[src/rtl/sysid_info_slave.sv]
// Avalon-MM system identification slave: ID, timestamp, info word, optional
// 64-bit uptime counter (built when SYSID_UPTIME_EN is defined) and scratch registers.
module sysid_info_slave #(
  parameter logic [31:0] ID_VALUE     = 32'h50BD_7F70,
  parameter logic [31:0] TIMESTAMP    = 32'h0,
  parameter logic [15:0] VERSION      = 16'h0002,
  parameter int          ADDR_W       = 4,
  parameter int          NUM_SCRATCH  = 2,
  parameter logic [31:0] SCRATCH_INIT = 32'h0
) (
  input  logic              clock,
  input  logic              reset,
  input  logic [ADDR_W-1:0] address,
  input  logic              read,
  input  logic              write,
  input  logic [31:0]       writedata,
  output logic [31:0]       readdata,
  output logic              readdatavalid
);

  localparam int SCR_BASE = 5;
`ifdef SYSID_UPTIME_EN
  localparam logic UPTIME_PRESENT = 1'b1;
`else
  localparam logic UPTIME_PRESENT = 1'b0;
`endif
  localparam logic [31:0] INFO_WORD = {VERSION, 7'b0, UPTIME_PRESENT, 8'(NUM_SCRATCH)};

  logic [31:0] addr_w;
  logic        wr_en;
  logic [31:0] rd_word;

  logic [31:0] readdata_q, readdata_d;
  logic        rvalid_q, rvalid_d;
  logic [NUM_SCRATCH-1:0][31:0] scratch_q, scratch_d;

  // Widen so the scratch upper bound (which may equal 2^ADDR_W) compares cleanly.
  assign addr_w = 32'(address);
  // A simultaneous read wins; the write is dropped.
  assign wr_en  = write & ~read;

`ifdef SYSID_UPTIME_EN
  logic [63:0] uptime_q, uptime_d;
  logic [31:0] shadow_q, shadow_d;

  always_comb begin
    uptime_d = uptime_q + 64'd1;
    if (wr_en && addr_w == 32'd3) uptime_d = '0;
    shadow_d = shadow_q;
    // Snapshot the high half alongside the low-half read for a coherent 64-bit pair.
    if (read && addr_w == 32'd3) shadow_d = uptime_q[63:32];
  end

  always_ff @(posedge clock) begin
    if (reset) begin
      uptime_q <= '0;
      shadow_q <= '0;
    end else begin
      uptime_q <= uptime_d;
      shadow_q <= shadow_d;
    end
  end
`endif

  always_comb begin
    scratch_d = scratch_q;
    for (int i = 0; i < NUM_SCRATCH; i++) begin
      if (wr_en && addr_w == 32'(SCR_BASE + i)) scratch_d[i] = writedata;
    end
  end

  always_comb begin
    rd_word = '0;
    case (addr_w)
      32'd0:   rd_word = ID_VALUE;
      32'd1:   rd_word = TIMESTAMP;
      32'd2:   rd_word = INFO_WORD;
`ifdef SYSID_UPTIME_EN
      32'd3:   rd_word = uptime_q[31:0];
      32'd4:   rd_word = shadow_q;
`endif
      default: rd_word = '0;
    endcase
    for (int i = 0; i < NUM_SCRATCH; i++) begin
      if (addr_w == 32'(SCR_BASE + i)) rd_word = scratch_q[i];
    end
    readdata_d = read ? rd_word : readdata_q;
    rvalid_d   = read;
  end

  always_ff @(posedge clock) begin
    if (reset) begin
      readdata_q <= '0;
      rvalid_q   <= 1'b0;
      scratch_q  <= {NUM_SCRATCH{SCRATCH_INIT}};
    end else begin
      readdata_q <= readdata_d;
      rvalid_q   <= rvalid_d;
      scratch_q  <= scratch_d;
    end
  end

  assign readdata      = readdata_q;
  assign readdatavalid = rvalid_q;

endmodule

[config.mk]
export PLATFORM = sky130hd
export DESIGN_NAME = sysid_info_slave
export DESIGN_NICKNAME = d
export VERILOG_FILES = /design/src/rtl/sysid_info_slave.sv
export SDC_FILE = /design/constraint.sdc
export NUM_CORES = 1
export LEC_CHECK = 0
export CAP_MARGIN = 10
export CORE_MARGIN = 5
export CORE_UTILIZATION = 45
export DETAILED_ROUTE_END_ITERATION = 16
export MAX_ROUTING_LAYER = met4
export PLACE_DENSITY = 0.72
export SKIP_CTS_REPAIR_TIMING = 1
export SYNTH_ARGS = -nofsm -noshare
export SYNTH_HDL_FRONTEND = slang
export SYNTH_SLANG_ARGS = --single-unit
[constraint.sdc]
create_clock -name clock -period 1.65 [get_ports clock]
set_input_delay 0.33 -clock clock [delete_from_list [all_inputs] [get_ports clock]]
set_output_delay 0.33 -clock clock [all_outputs]
set_load 0.02 [all_outputs]
======== Word-level counts from Yosys, hierarchy flattened ========
Cells that the tools add are included.
cells by class
  multiplexer cells ....................... 3
  reductions and logical operators ........ 3
  equal/unequal tests ..................... 3
  bitwise logic cells ..................... 2
operators by type and width
  cell                count
  $mux 32             2
  $pmux 31 s2         1
  $logic_not 32->1    1
  $eq 4x3->1 const B  2
  $eq 4x2->1 const B  1
  $logic_and 1x1->1   2
  $and 1x1->1         1
  $not 1->1           1
word-level totals
  register bits after elaboration ......... 97
  logic and storage cells ................. 15

======== Logic depth before layout (Yosys ltp) ========
  depth in word-level cells ............... 4
  gate-level depth with buffers ........... 6

======== Least setup slack after synthesis ========
OpenSTA, ideal clock, no wires.
  path kind ............................... input-to-reg
  start ................................... in address[1]
  end ..................................... reg readdata_q[10], in the netlist readdata[10]
  stages on the path ...................... 5
  path slack .............................. 264 ps
  arrival ................................. 1327 ps
  required time ........................... 1591 ps
  buffers on the path ..................... 2
  cells stage by stage .................... or4b_1 > buf_6 > buf_12 > a21oi_2 > a221o_1
on the way
  longest elaborated chain between the ends .. 4
  elaborated cells on any way between the ends .. 7
ends and longest elaborated chain
  element                                         line  source
  start, declared                                 13    input logic [ADDR_W-1:0] address,
  $logic_not 32->1 or $eq 4x2->1 (tied branches)  74    case (addr_w)
  $pmux 31 s2                                     74
  $mux 32                                         85    if (addr_w == 32'(SCR_BASE + i)) rd_word = scratch_q[i];
  $mux 32 (*)                                     85
  end signal, assigned                            97    readdata_q <= readdata_d;
  end, declared                                   33    logic [31:0] readdata_q, readdata_d;
Every way passes the cells marked *; elsewhere a longest branch is shown, timed or not.
A chain may end at the register's enable or synchronous reset.

======== Worst setup path in the final report ========
  start ................................... reg readdata_q[2], in the netlist readdata[2]
  end ..................................... out readdata[2]
RTL lines
  element        line  source
  end, declared  17    output logic [31:0] readdata,
No word-level cell between the ends.

==> run_results.csv <==
group,metric,value,unit
run_status,outcome,"finished, final reports clean",
logic_synthesis,ys_types,25,
critical_path,crit_buf_inv,1,
timing,max_freq,618,MHz
timing,worst_slack,0.0320,ns
logic_synthesis,synth_nets,430,
clock_tree,clk_pin_slew,0.09,ns
logic_synthesis,netlist_area,0.00409,mm²
critical_path,r2r_cells,3,
detailed_routing,via_per_inst,5.32,
pwr,ir_drop,0.000347,V
logic_synthesis,syn_inst,390,
timing,setup_violations,0,
die,chipHeight,105,µm
die,ioPinCount,73,
place,port_buffers,72,
worst_hold_path,hold_end,"readdatavalid",
critical_path,critPathMaxStageDelay,0.60,ns
clock_tree,cts_root_buffer,"clkbuf_8",
grt,grt_max_degree,60,
timing,fin_crit_sh,0.981,
die,initial_core_util,0.465,
logic_synthesis,yosys_register_bits,97,
layout,layout-drive-gt1-share,0.119,
clock_tree,ctsLongestPathBuffers,2,
place,place_ws,-0.415,ns
grt,grt_pass1_vias,3226,
critical_path,crit_slowest_cell,"clkdlybuf4s50_1",
clock_tree,cts_tree,"yes",
critical_path,crit_family,"buffers and inverters",
critical_path,cp-end-kind,"output port",
logic_synthesis,yosysWarnings,0,
logic_synthesis,avgSynthCellArea,10.5,µm²
die,dieArea,0.0111,mm²
worst_hold_path,hold_start,"reset",
grt,grt-ovfl-total,0,
detailed_routing,drt_wl_total,9640,µm
worst_hold_path,hp-class,"input port to flip-flop",
die,die-width,105,µm
job,drv_cap,0,
critical_path,crit_required,1.32,ns
place,dpl_cell_area,0.00502,mm²
timing,skew,0.0106,ns
worst_hold_path,hold-path-cell-count,3,
critical_path,rr_startpoint,"scratch_q[49]",
layout,antenna-diode-count,0,
detailed_routing,drt-initial-drc-count,132,
timing,fin_crit,1.62,ns
clock_tree,insertion_delay,0.36,ns
layout,finalInstanceArea,0.00531,mm²
detailed_routing,dr.pass1.iters,4,
timing,tightest_slew,0.625,ns
layout,final_common_cell,"nand2b_1",
critical_path,crit_chain,"clkdlybuf4s50_1",
timing,relSlewSlack,0.582,
timing,rsz0062_at_grt,"no",
timing,hold_viol,0,
place,place_congestion,0.798,
grt,antenna_found_initial,0,
detailed_routing,wl_per_cell,16.6,µm
detailed_routing,num_vias,3083,
critical_path,start_kind,"flip-flop",
pwr,p_leak,2.63,nW
critical_path,reg2reg_slack,0.81,ns
critical_path,critPathKind,"flip-flop to output port",
logic_synthesis,ys_seq_area_frac,0.475,
grt,grt_use_total,0.180,
critical_path,critPathMaxFanout,2,
place,place_hpwl,6600,µm
die,rows,34,
die,core,0.00881,mm²
clock_tree,cts.sinks,97,
pwr,p_total,4.31,mW
timing,slew_viol_final,0,
layout,syn2layout_area_growth,29.8,%
critical_path,arrival,1.29,ns
grt,grt_pass1_wl,15800,µm
detailed_routing,postRouteAntennaNets,0,
layout,final_cell_mix,"98 x nand2b_1, 97 x dfxtp_1, 64 x mux2i_1",
detailed_routing,drcViolationCount,0,
critical_path,reg2reg_to,"readdata[17]",
pwr,p_per_area,811,mW/mm²
clock_tree,htreeDepth,3,
layout,final_nets,507,
clock_tree,cts_buffers,9,
-- synth_stat cells (all sizes together) --
cell type | count | share of area
or4b | 1 | 0.0024
nand3 | 18 | 0.022
clkbuf | 17 | 0.016
a21oi | 18 | 0.031
mux2i | 64 | 0.16
nor2 | 3 | 0.0028
or2 | 1 | 0.0015
and3b | 1 | 0.0021
nand4 | 1 | 0.0015
nand2 | 1 | 0.00092
o32ai | 2 | 0.0043
and3 | 2 | 0.0031
nor2b | 2 | 0.0031
nand2b | 98 | 0.15
and2 | 13 | 0.020
buf | 16 | 0.028
dfxtp | 97 | 0.47
nor3b | 1 | 0.0018
a22oi | 2 | 0.0037
a221o | 30 | 0.073
inv | 2 | 0.0018
-- routing by layer --
layer,vias up,share of wire,global-route usage
met4,0,0.012,0.0562
li1,1517,-,-
met2,52,0.49,0.300
met5,-,0,-
met3,13,0.027,0.0312
met1,1501,0.48,0.222
-- power by group --
| part | total [mW] | switching (mW) | internal (mW) |
|---|---|---|---|
| Sequential | 2.37 | 0.0111 | 2.36 |
| Clock | 1.58 | 0.800 | 0.785 |
| Combinational | 0.355 | 0.161 | 0.194 |
| Total | 4.31 | 0.971 | 3.34 |
-- through the flow --
stage / TNS, ns / std cells / util / hold slack (ns)
after floorplan: 0 / 390 / - / 0.447
after global placement: -21.78 / 564 / 0.570 / 0.458
after detailed placement: -24.38 / 564 / 0.570 / 0.461
after CTS: -2.42 / 580 / 0.594 / 0.316
after global routing: 0 / 580 / 0.603 / 0.360
final: 0 / 580 / 0.603 / 0.356
-- cell type report --
cell class / count / area, µm²
multi-input cells: 258 / 1970
well taps: 108 / 135
flip-flops and latches: 97 / 1940
repair buffers: 99 / 1050
fillers: 753 / 3490
inverters: 2 / 7.51
clock buffers: 12 / 155
clock inverters: 4 / 51.3
-- state kept, by name, indices dropped and copies added (netlist names) --
name,count
readdatavalid,1
readdata,32
scratch_q,64
-- logic make-up (layout without fill, tap and decap cells) --
family / after synthesis / after routing / synth area share
simple gates: 142 / 142 / 0.211
flops: 97 / 97 / 0.475
mux: 64 / 64 / 0.157
compound gates: 52 / 52 / 0.113
buf+inv: 35 / 117 / 0.0453
-- how the worst max path moves through the flow --
stage | from | to | slack [ns] | cells after the start
4_1_cts | read | readdata[2] | -0.09 | 4
5_1_grt | readdata[2] | readdata[2] | 0.006 | 1
2_1_floorplan | address[1] | readdata[10] | 0.26 | 5
3_3_place_gp | read | readdata[11] | -0.37 | 4
3_5_place_dp | read | readdata[31] | -0.41 | 4
6_report | readdata[2] | readdata[2] | 0.03 | 1
-- worst reg2reg max path, stage by stage, from the launching register on --
cell,delay [ns]
dfxtp_1,0.33
nand2b_1,0.14
a22oi_1,0.18
o32ai_1,0.09
(Power assumes the default switching activity.)
